<file path="src/rtl/jtag_regbank_pkg.sv">
// Shared definitions for the JTAG register bank: opcodes, TAP states and DR selection.
package jtag_regbank_pkg;

  localparam logic [31:0] IDCODE_DEF = 32'h1DA6_0001;

  localparam int OP_BYPASS = 0;
  localparam int OP_IDCODE = 1;
  localparam int OP_ADDR   = 2;
  localparam int OP_CFG    = 3;
  localparam int OP_STAT   = 4;

  typedef enum logic [3:0] {
    TLR,
    RTI,
    SEL_DR,
    CAP_DR,
    SHIFT_DR,
    EXIT1_DR,
    PAUSE_DR,
    EXIT2_DR,
    UPD_DR,
    SEL_IR,
    CAP_IR,
    SHIFT_IR,
    EXIT1_IR,
    PAUSE_IR,
    EXIT2_IR,
    UPD_IR
  } tap_state_e;

  typedef enum logic [2:0] {
    DR_BYPASS,
    DR_IDCODE,
    DR_ADDR,
    DR_CFG,
    DR_STAT
  } dr_sel_e;

endpackage

</file>
<file path="src/rtl/jtag_tap_fsm.sv">
// IEEE 1149.1 TAP controller running in the clk domain, stepped by detected tck rises.
//
// state    | meaning
// ---------+------------------------------------------
// TLR      | Test-Logic-Reset, IR forced to IDCODE
// RTI      | Run-Test/Idle
// SEL_DR   | Select-DR-Scan
// CAP_DR   | Capture-DR, parallel load of selected DR
// SHIFT_DR | Shift-DR, serial shift of selected DR
// EXIT1_DR | Exit1-DR
// PAUSE_DR | Pause-DR
// EXIT2_DR | Exit2-DR
// UPD_DR   | Update-DR, commit shifted DR
// SEL_IR   | Select-IR-Scan
// CAP_IR   | Capture-IR, load ...01 pattern
// SHIFT_IR | Shift-IR
// EXIT1_IR | Exit1-IR
// PAUSE_IR | Pause-IR
// EXIT2_IR | Exit2-IR
// UPD_IR   | Update-IR, commit shifted IR
module jtag_tap_fsm
  import jtag_regbank_pkg::*;
(
  input  logic       clk,
  input  logic       rst,
  input  logic       tck_rise,
  input  logic       tms,
  input  logic       trst,
  output tap_state_e state,
  output logic       capture_dr,
  output logic       shift_dr,
  output logic       update_dr,
  output logic       capture_ir,
  output logic       shift_ir,
  output logic       update_ir
);

  tap_state_e state_q;
  tap_state_e state_nxt;

  // state register
  always_ff @(posedge clk) begin
    if (rst) state_q <= TLR;
    else     state_q <= state_nxt;
  end

  // next state on tck rise, trst overriding everything, plus state decodes
  always_comb begin
    state_nxt  = state_q;
    capture_dr = (state_q == CAP_DR);
    shift_dr   = (state_q == SHIFT_DR);
    update_dr  = (state_q == UPD_DR);
    capture_ir = (state_q == CAP_IR);
    shift_ir   = (state_q == SHIFT_IR);
    update_ir  = (state_q == UPD_IR);
    if (trst) begin
      state_nxt = TLR;
    end else if (tck_rise) begin
      case (state_q)
        TLR:      state_nxt = tms ? TLR      : RTI;
        RTI:      state_nxt = tms ? SEL_DR   : RTI;
        SEL_DR:   state_nxt = tms ? SEL_IR   : CAP_DR;
        CAP_DR:   state_nxt = tms ? EXIT1_DR : SHIFT_DR;
        SHIFT_DR: state_nxt = tms ? EXIT1_DR : SHIFT_DR;
        EXIT1_DR: state_nxt = tms ? UPD_DR   : PAUSE_DR;
        PAUSE_DR: state_nxt = tms ? EXIT2_DR : PAUSE_DR;
        EXIT2_DR: state_nxt = tms ? UPD_DR   : SHIFT_DR;
        UPD_DR:   state_nxt = tms ? SEL_DR   : RTI;
        SEL_IR:   state_nxt = tms ? TLR      : CAP_IR;
        CAP_IR:   state_nxt = tms ? EXIT1_IR : SHIFT_IR;
        SHIFT_IR: state_nxt = tms ? EXIT1_IR : SHIFT_IR;
        EXIT1_IR: state_nxt = tms ? UPD_IR   : PAUSE_IR;
        PAUSE_IR: state_nxt = tms ? EXIT2_IR : PAUSE_IR;
        EXIT2_IR: state_nxt = tms ? UPD_IR   : SHIFT_IR;
        UPD_IR:   state_nxt = tms ? SEL_DR   : RTI;
        default:  state_nxt = TLR;
      endcase
    end
  end

  assign state = state_q;

endmodule

</file>
<file path="src/rtl/jtag_regbank_os.sv">
// JTAG-accessible config/status register bank, oversampling the pad JTAG pins with clk.
module jtag_regbank_os
  import jtag_regbank_pkg::*;
#(
  parameter int              IR_W    = 4,
  parameter int              NCFG    = 8,
  parameter int              NSTAT   = 8,
  parameter int              DW      = 32,
  parameter logic [31:0]     IDCODE  = IDCODE_DEF,
  parameter logic [DW-1:0]   CFG_RST = '0
) (
  input  logic                       clk,
  input  logic                       rst,
  input  logic                       tck,
  input  logic                       tms,
  input  logic                       tdi,
  input  logic                       trst_n,
  output logic                       tdo,
  output logic                       tdo_en,
  output logic [NCFG-1:0][DW-1:0]    cfg_q,
  output logic [NCFG-1:0]            cfg_wr,
  input  logic [NSTAT-1:0][DW-1:0]   stat_d,
  output logic                       stat_cap
);

  localparam int NMAX = (NCFG > NSTAT) ? NCFG : NSTAT;
  localparam int AW   = (NMAX > 1) ? $clog2(NMAX) : 1;
  // one shift register serves every DR; it must hold the widest of IDCODE and the data words
  localparam int SRW  = (DW > 32) ? DW : 32;

  logic [1:0] tck_sy, tms_sy, tdi_sy, trst_sy;
  logic       tck_prev;
  logic       tck_rise, tck_fall;

  tap_state_e tap_state;
  logic       capture_dr, shift_dr, update_dr;
  logic       capture_ir, shift_ir, update_ir;

  logic [IR_W-1:0] ir, ir_sr;
  logic [SRW-1:0]  dr_sr, dr_cap, dr_msb;
  logic [AW-1:0]   addr;
  logic [DW-1:0]   cfg_rd, stat_rd;
  dr_sel_e         dr_sel;

  // two-flop synchronisers for the pad pins and tck edge history
  always_ff @(posedge clk) begin
    if (rst) begin
      tck_sy   <= '0;
      tms_sy   <= '0;
      tdi_sy   <= '0;
      trst_sy  <= '0;
      tck_prev <= 1'b0;
    end else begin
      tck_sy   <= {tck_sy[0], tck};
      tms_sy   <= {tms_sy[0], tms};
      tdi_sy   <= {tdi_sy[0], tdi};
      trst_sy  <= {trst_sy[0], trst_n};
      tck_prev <= tck_sy[1];
    end
  end

  assign tck_rise = tck_sy[1] & ~tck_prev;
  assign tck_fall = ~tck_sy[1] & tck_prev;

  jtag_tap_fsm u_tap (
    .clk        (clk),
    .rst        (rst),
    .tck_rise   (tck_rise),
    .tms        (tms_sy[1]),
    .trst       (~trst_sy[1]),
    .state      (tap_state),
    .capture_dr (capture_dr),
    .shift_dr   (shift_dr),
    .update_dr  (update_dr),
    .capture_ir (capture_ir),
    .shift_ir   (shift_ir),
    .update_ir  (update_ir)
  );

  // opcode decode; anything unassigned falls back to bypass
  always_comb begin
    dr_sel = DR_BYPASS;
    if (ir == IR_W'(OP_BYPASS) || ir == '1) dr_sel = DR_BYPASS;
    else if (ir == IR_W'(OP_IDCODE))        dr_sel = DR_IDCODE;
    else if (ir == IR_W'(OP_ADDR))          dr_sel = DR_ADDR;
    else if (ir == IR_W'(OP_CFG))           dr_sel = DR_CFG;
    else if (ir == IR_W'(OP_STAT))          dr_sel = DR_STAT;
  end

  // addressed read muxes; an address with no register behind it reads as zero
  always_comb begin
    cfg_rd  = '0;
    stat_rd = '0;
    for (int i = 0; i < NCFG; i++)
      if (addr == AW'(i)) cfg_rd = cfg_q[i];
    for (int i = 0; i < NSTAT; i++)
      if (addr == AW'(i)) stat_rd = stat_d[i];
  end

  // capture value and tdi entry point (MSB of the selected register length)
  always_comb begin
    dr_msb = SRW'(1);
    dr_cap = '0;
    case (dr_sel)
      DR_IDCODE: begin dr_msb = SRW'(1) << 31;       dr_cap = SRW'(IDCODE);  end
      DR_ADDR:   begin dr_msb = SRW'(1) << (AW - 1); dr_cap = SRW'(addr);    end
      DR_CFG:    begin dr_msb = SRW'(1) << (DW - 1); dr_cap = SRW'(cfg_rd);  end
      DR_STAT:   begin dr_msb = SRW'(1) << (DW - 1); dr_cap = SRW'(stat_rd); end
      default:   ;
    endcase
  end

  // IR/DR capture and shift on tck rise, tdo and updates on tck fall
  always_ff @(posedge clk) begin
    if (rst) begin
      ir     <= IR_W'(OP_IDCODE);
      ir_sr  <= '0;
      dr_sr  <= '0;
      addr   <= '0;
      cfg_q  <= {NCFG{CFG_RST}};
      cfg_wr <= '0;
      tdo    <= 1'b0;
    end else begin
      cfg_wr <= '0;
      if (tap_state == TLR) ir <= IR_W'(OP_IDCODE);
      if (tck_rise) begin
        if (capture_ir) ir_sr <= IR_W'(1);
        if (shift_ir)   ir_sr <= {tdi_sy[1], ir_sr[IR_W-1:1]};
        if (capture_dr) dr_sr <= dr_cap;
        // bits above the selected length stay zero, so OR-ing tdi in at the MSB is safe
        if (shift_dr)   dr_sr <= (dr_sr >> 1) | (tdi_sy[1] ? dr_msb : '0);
      end
      if (tck_fall) begin
        if (shift_ir)      tdo <= ir_sr[0];
        else if (shift_dr) tdo <= dr_sr[0];
        if (update_ir) ir <= ir_sr;
        if (update_dr && dr_sel == DR_ADDR) addr <= dr_sr[AW-1:0];
        if (update_dr && dr_sel == DR_CFG) begin
          for (int i = 0; i < NCFG; i++) begin
            if (addr == AW'(i)) begin
              cfg_q[i]  <= dr_sr[DW-1:0];
              cfg_wr[i] <= 1'b1;
            end
          end
        end
      end
    end
  end

  assign tdo_en   = shift_dr | shift_ir;
  assign stat_cap = tck_rise & capture_dr & (dr_sel == DR_STAT) & ~rst;

endmodule

</file>
<file path="config.mk">
export PLATFORM = sky130hd
export DESIGN_NAME = jtag_regbank_os
export DESIGN_NICKNAME = d
export VERILOG_FILES = /design/src/rtl/jtag_regbank_pkg.sv /design/src/rtl/jtag_tap_fsm.sv /design/src/rtl/jtag_regbank_os.sv
export SDC_FILE = /design/constraint.sdc
export NUM_CORES = 1
export LEC_CHECK = 0
export ABC_AREA = 1
export CORE_AREA = 2 2 205 207
export DETAILED_ROUTE_END_ITERATION = 10
export DIE_AREA = 0 0 207 209
export PLACE_DENSITY = 0.72
export SETUP_SLACK_MARGIN = 0.5
export SLEW_MARGIN = 10
export SYNTH_ARGS = -nofsm -noshare
export SYNTH_HDL_FRONTEND = slang
export SYNTH_SLANG_ARGS = --single-unit
</file>
<file path="constraint.sdc">
create_clock -name clk -period 4 [get_ports clk]
set_input_delay 0.4 -clock clk [delete_from_list [all_inputs] [get_ports clk]]
set_output_delay 0.4 -clock clk [all_outputs]
set_load 0.01 [all_outputs]
</file>
; Word-level counts from Yosys, hierarchy flattened
; Index checks and enable logic that the tools add are counted.
; W data, S select, Z words.
[totals]
reg_bits = 321
out_inout_bits = 267
wordCells = 145
[op_classes]
muxes = 54
n_eq_ne = 31
bitwise = 13
reduce_logical = 27
[ops]
columns = op, n
row1 = $mux W32, 19
row2 = $pmux W32 S4, 1
row3 = $pmux W32 S2, 1
row4 = $pmux W4 S12, 1
row5 = $eq A4 B4 Y1 const B, 9
row6 = $mux W4, 9
row7 = $or A31 B32 Y32, 1
row8 = $reduce_and A3 Y1, 8
row9 = $mux W3, 7
row10 = $eq A4 B3 Y1 const B, 5
row11 = $eq A4 B2 Y1 const B, 4
row12 = $eq A3 B3 Y1 const B, 5
row13 = $mux W1, 13
row14 = $eq A3 B2 Y1 const B, 4
row15 = $reduce_or A3 Y1, 3
row16 = $eq A4 B1 Y1 const B, 2
row17 = $logic_not A4 Y1, 2
row18 = $reduce_and A2 Y1, 4
row19 = $eq A3 B1 Y1 const B, 2
row20 = $mux W2, 3
row21 = $not A1 Y1, 6
row22 = $reduce_bool A2 Y1, 3
row23 = $reduce_or A2 Y1, 3
row24 = $and A1 B1 Y1, 5
row25 = other kinds (4), 5

; Longest topological paths before layout
[depth]
ltp_word = 12
ltp_mapped = 15
mapped_depth_nobuf = 13

; Modules after synthesis
; A second synthesis with hierarchy kept.
[hier_totals]
cells_unflattened = 2484
area_unflattened_um2 = 16087.9
[by_module_without_submodules]
columns = mod, cells_each, seq_area_each_um2, n_inst, area_each_um2
row1 = jtag_regbank_os, 2399, 6346.1, 1, 15633.7
row2 = jtag_tap_fsm, 85, 80.1, 1, 454.2

; Least setup slack after synthesis
; OpenSTA, ideal clock, no wires.
[synth_timing]
kind = register to register
start = register addr[0]
end = register cfg_q[10] in the netlist's numbering
stages_incl_launch_ff = 11
arrival_time_ps = 1579
setup_ps = 119
t_required_ps = 3881
synth_period_minus_slack_ps = 1698
n_path_buf = 4
setup_slack_ps = 2302
cell_sequence = dfxtp_1 buf_2 nor2_4 nand2_1 inv_2 buf_4 nand2_1 buf_2 buf_2 o21ai_0 a21oi_1
[synth_via]
elab_chain_cells = 2
[synth_rtl]
columns = item, line
row1 = "start, declared", jtag_regbank_os.sv:41  ; logic [AW-1:0] addr;
row2 = "start signal, assigned", jtag_regbank_os.sv:137  ; if (update_dr && dr_sel == DR_ADDR) addr <= dr_sr[AW-1:0];
row3 = $logic_not A3 Y1, jtag_regbank_os.sv:140  ; if (addr == AW'(i)) begin
row4 = $reduce_and A3 Y1 (no line), -
row5 = "end signal, assigned", jtag_regbank_os.sv:120  ; cfg_q <= {NCFG{CFG_RST}};
row6 = "end signal, assigned by index", jtag_regbank_os.sv:141  ; cfg_q[i] <= dr_sr[DW-1:0];
row7 = "end, declared", jtag_regbank_os.sv:20  ; output logic [NCFG-1:0][DW-1:0] cfg_q,
; Every way passes these cells.
; A chain may end at the register's enable or synchronous reset.

; Final worst setup path
[layout_timing]
start = register u_tap.state_q[0] (netlist: u_tap.state[0])
end = output port tdo_en
[layout_via]
elab_chain_cells = 2
[layout_rtl]
columns = item, line
row1 = "start, declared", jtag_tap_fsm.sv:38  ; tap_state_e state_q;
row2 = "start signal, assigned", jtag_tap_fsm.sv:44  ; else state_q <= state_nxt;
row3 = $eq A4 B3 Y1 or $eq A4 B4 Y1 (tied branches), "jtag_tap_fsm.sv:51, jtag_tap_fsm.sv:54"
row4 = $or A1 B1 Y1 *, jtag_regbank_os.sv:150  ; assign tdo_en = shift_dr | shift_ir;
row5 = "end, declared", jtag_regbank_os.sv:19  ; output logic tdo_en,
; Every way passes the cells marked *; elsewhere a longest branch is shown, timed or not.

==> flow_metrics.py <==
metrics = {
    "outcome": {
        "status": "finished, final reports clean",
    },
    "die": {
        "io_pins": 529,
        "fp.coreArea_um2": 41300,
        "die_x_um": 207,
        "num_rows": 75,
        "die_y_um": 209,
        "die_area_um2": 43300,
        "start_util": 0.389,
    },
    "logic_synthesis": {
        "seq_area_frac_synth": 0.401,
        "ys_types": 31,
        "synth_nets": 2749,
        "syn_inst": 2487,
        "avgSynthCellArea_um2": 6.45,
        "ys_warn_count": 0,
        "ys_ff_latch": 321,
        "mappedNetlistArea_um2": 16000,
    },
    "sta": {
        "fmax_mhz": 315,
        "finalHoldViolCount": 0,
        "finClkSkew_ns": 0.0159,
        "fin_setup_tns_ns": 0,
        "drv_slew": 0,
        "setup-violations-final": 0,
        "fin_ws_ns": 0.825,
        "layout_min_cycle_time_ns": 3.17,
        "rsz0062_at_grt": "no",
        "max_slew.worst_pin.slew_ns": 0.902,
        "relSlewSlack": 0.399,
        "min_period_over_period": 0.794,
    },
    "power_and_ir_drop": {
        "seqPwrFrac": 0.452,
        "p_int_mw": 5.50,
        "power_density_nw_per_um2": 311,
        "ir_drop_uv": 253,
        "switching_share": 0.224,
        "p_sw_mw": 1.59,
        "pwr-share-clk": 0.485,
        "comb_power_share": 0.064,
        "p_leak_nw": 8.54,
    },
    "cells_and_area": {
        "final_cell_mix": "528 x clkdlybuf4s50_1, 469 x nand2_1, 439 x a21oi_1, 321 x dfxtp_1, 317 x inv_1",
        "design_area_um2": 22800,
        "nets": 3154,
        "area_growth_pct": 42.0,
        "final_common_cell": "clkdlybuf4s50_1",
        "drive_gt1_frac": 0.0500,
    },
    "hold_path": {
        "whs_endpoint": "tms_sy[0]$_SDFF_PP0_",
        "min-delay-start": "tms",
        "hold_depth": 3,
        "hold_path_class": "in -> reg",
    },
    "cts": {
        "cts.path.max_buffers": 3,
        "h-tree-depth": 2,
        "cts_hold_buf": 0,
        "post-cts-setup-buffers": 0,
        "cts_tree": "yes",
        "numCtsBuffers": 37,
        "clk_pin_slew_ns": 0.06,
        "clock_sinks": 321,
        "clockRootBuffer": "clkbuf_16",
        "clock_latency_ns": 0.54,
        "cts_resized": 0,
    },
    "routing": {
        "route.detailed.drc": 0,
        "via_count": 19012,
        "first_pass_iters": 8,
        "vias_per_cell": 5.49,
        "wire_per_inst_um": 23.2,
        "drt_iter0_drc": 2375,
        "wl_mm": 80.3,
        "detail-route-antenna-nets": 0,
    },
    "grt": {
        "grt_max_degree": 144,
        "antenna_found_initial": 9,
        "grt_overflow": 0,
        "grt_pass1_vias": 17837,
        "grt_pass1_wl_mm": 117,
        "track_usage": 0.356,
    },
    "worst_setup_path": {
        "reg2reg_to": "dr_sr[18]$_SDFFE_PP0P_",
        "worstPathRequired_ns": 3.60,
        "worstSetupPathType": "reg -> out",
        "crit_fanout": 33,
        "rrSetupSlack_ns": 0.85,
        "r2r_cells": 10,
        "start_kind": "register",
        "crit_arrival_ns": 2.77,
        "critPathCaptureType": "output port",
        "r2r-start": "addr[0]$_SDFFE_PP0P_",
    },
    "placed_design": {
        "io_buffers": 528,
        "place_hpwl_mm": 56.6,
        "dpl_cell_area_um2": 21500,
        "gp_congestion": 0.973,
        "dp_slack_ns": 0.988,
    },
    "run": {
        "maxCapViolCount": 0,
    },
}
-- cells in the mapped netlist (all sizes together) --
cell type    n  share of area
nand2      477           0.11
a21oi      439           0.14
inv        331          0.078
o21ai      330           0.10
dfxtp      321           0.40
nor2       191          0.045
clkbuf     110          0.026
buf         91          0.027
nand3       76          0.024
nand4       57          0.022
nor3        22         0.0083
or2         15         0.0058
o22ai        7         0.0027
and2         6         0.0023
a211oi       3         0.0014
a221oi       2         0.0011
a311oi       2         0.0011
a31oi        2        0.00078
o211ai       2        0.00094
a22oi        1        0.00047
clkinv       1        0.00023
o21bai       1        0.00047
-- state kept, by name, indices dropped and copies added (netlist names) --
signal,count
u_tap.state,4
cfg_wr,8
tck_sy,2
ir_sr,4
addr,3
tck_prev,1
trst_sy,2
tms_sy,2
dr_sr,32
cfg_q,256
tdo,1
ir,4
tdi_sy,2
-- stage by stage --
stage	hold slack (ns)	power [mW]	cells	utilization
2_1_floorplan	0.388	3.40	2487	-
3_3_place_gp	0.390	3.72	3392	0.522
3_5_place_dp	0.395	3.72	3392	0.522
4_1_cts	0.353	7.11	3457	0.551
5_1_grt	0.398	7.29	3465	0.552
6_report	0.371	7.09	3465	0.552
-- cell type report --
cell class                 instances  area [µm²]
antenna                            8        20.0
clock buffer                      54        1130
clock inverter                    11        83.8
fill                            4048       18500
inverter                         332        1250
multi-input combinational       1633        7570
sequential                       321        6430
tap                              539         674
timing repair buffer             567        5620
-- cell families after synthesis --
logic type	after synthesis	synth area share
compound gates	789	0.249
buf+inv	533	0.131
flops	321	0.401
simple gates	844	0.220
-- power by group through the flow --
stage	combinational, mW	clock (mW)	sequential (mW)
6_report	0.451	3.43	3.20
5_1_grt	0.483	3.60	3.20
4_1_cts	0.446	3.47	3.20
3_5_place_dp	0.442	0	3.27
3_3_place_gp	0.442	0	3.27
2_1_floorplan	0.128	0	3.27
-- routing by layer --
layer  GRT usage  share of wire
met2       0.579           0.46
met1       0.450           0.39
met4       0.166          0.048
met5           0              0
met3      0.0769           0.10
-- critical path, cell delays in order, from the launching register on --
cell,delay (ns)
dfxtp_1,0.38
inv_2,0.16
nand2_1,0.12
nor2_4,0.09
buf_4,0.44
clkinv_1,0.17
o21ai_0,0.23
clkdlybuf4s50_1,0.64
-- worst max-delay path by stage --
stage / startpoint / end / slack (ns)
floorplan: addr[0]$_SDFFE_PP0P_ / cfg_q[10]$_SDFFE_PP0P_ / 2.30
global placement: addr[0]$_SDFFE_PP0P_ / dr_sr[18]$_SDFFE_PP0P_ / 1.0
detailed placement: addr[0]$_SDFFE_PP0P_ / dr_sr[18]$_SDFFE_PP0P_ / 0.99
CTS: u_tap.state[0]$_SDFFE_PP0P_ / tdo_en / 0.84
global route: u_tap.state[0]$_SDFFE_PP0P_ / tdo_en / 0.70
finish: u_tap.state[0]$_SDFFE_PP0P_ / tdo_en / 0.83
No activity file was read; power rests on OpenSTA's default activity.
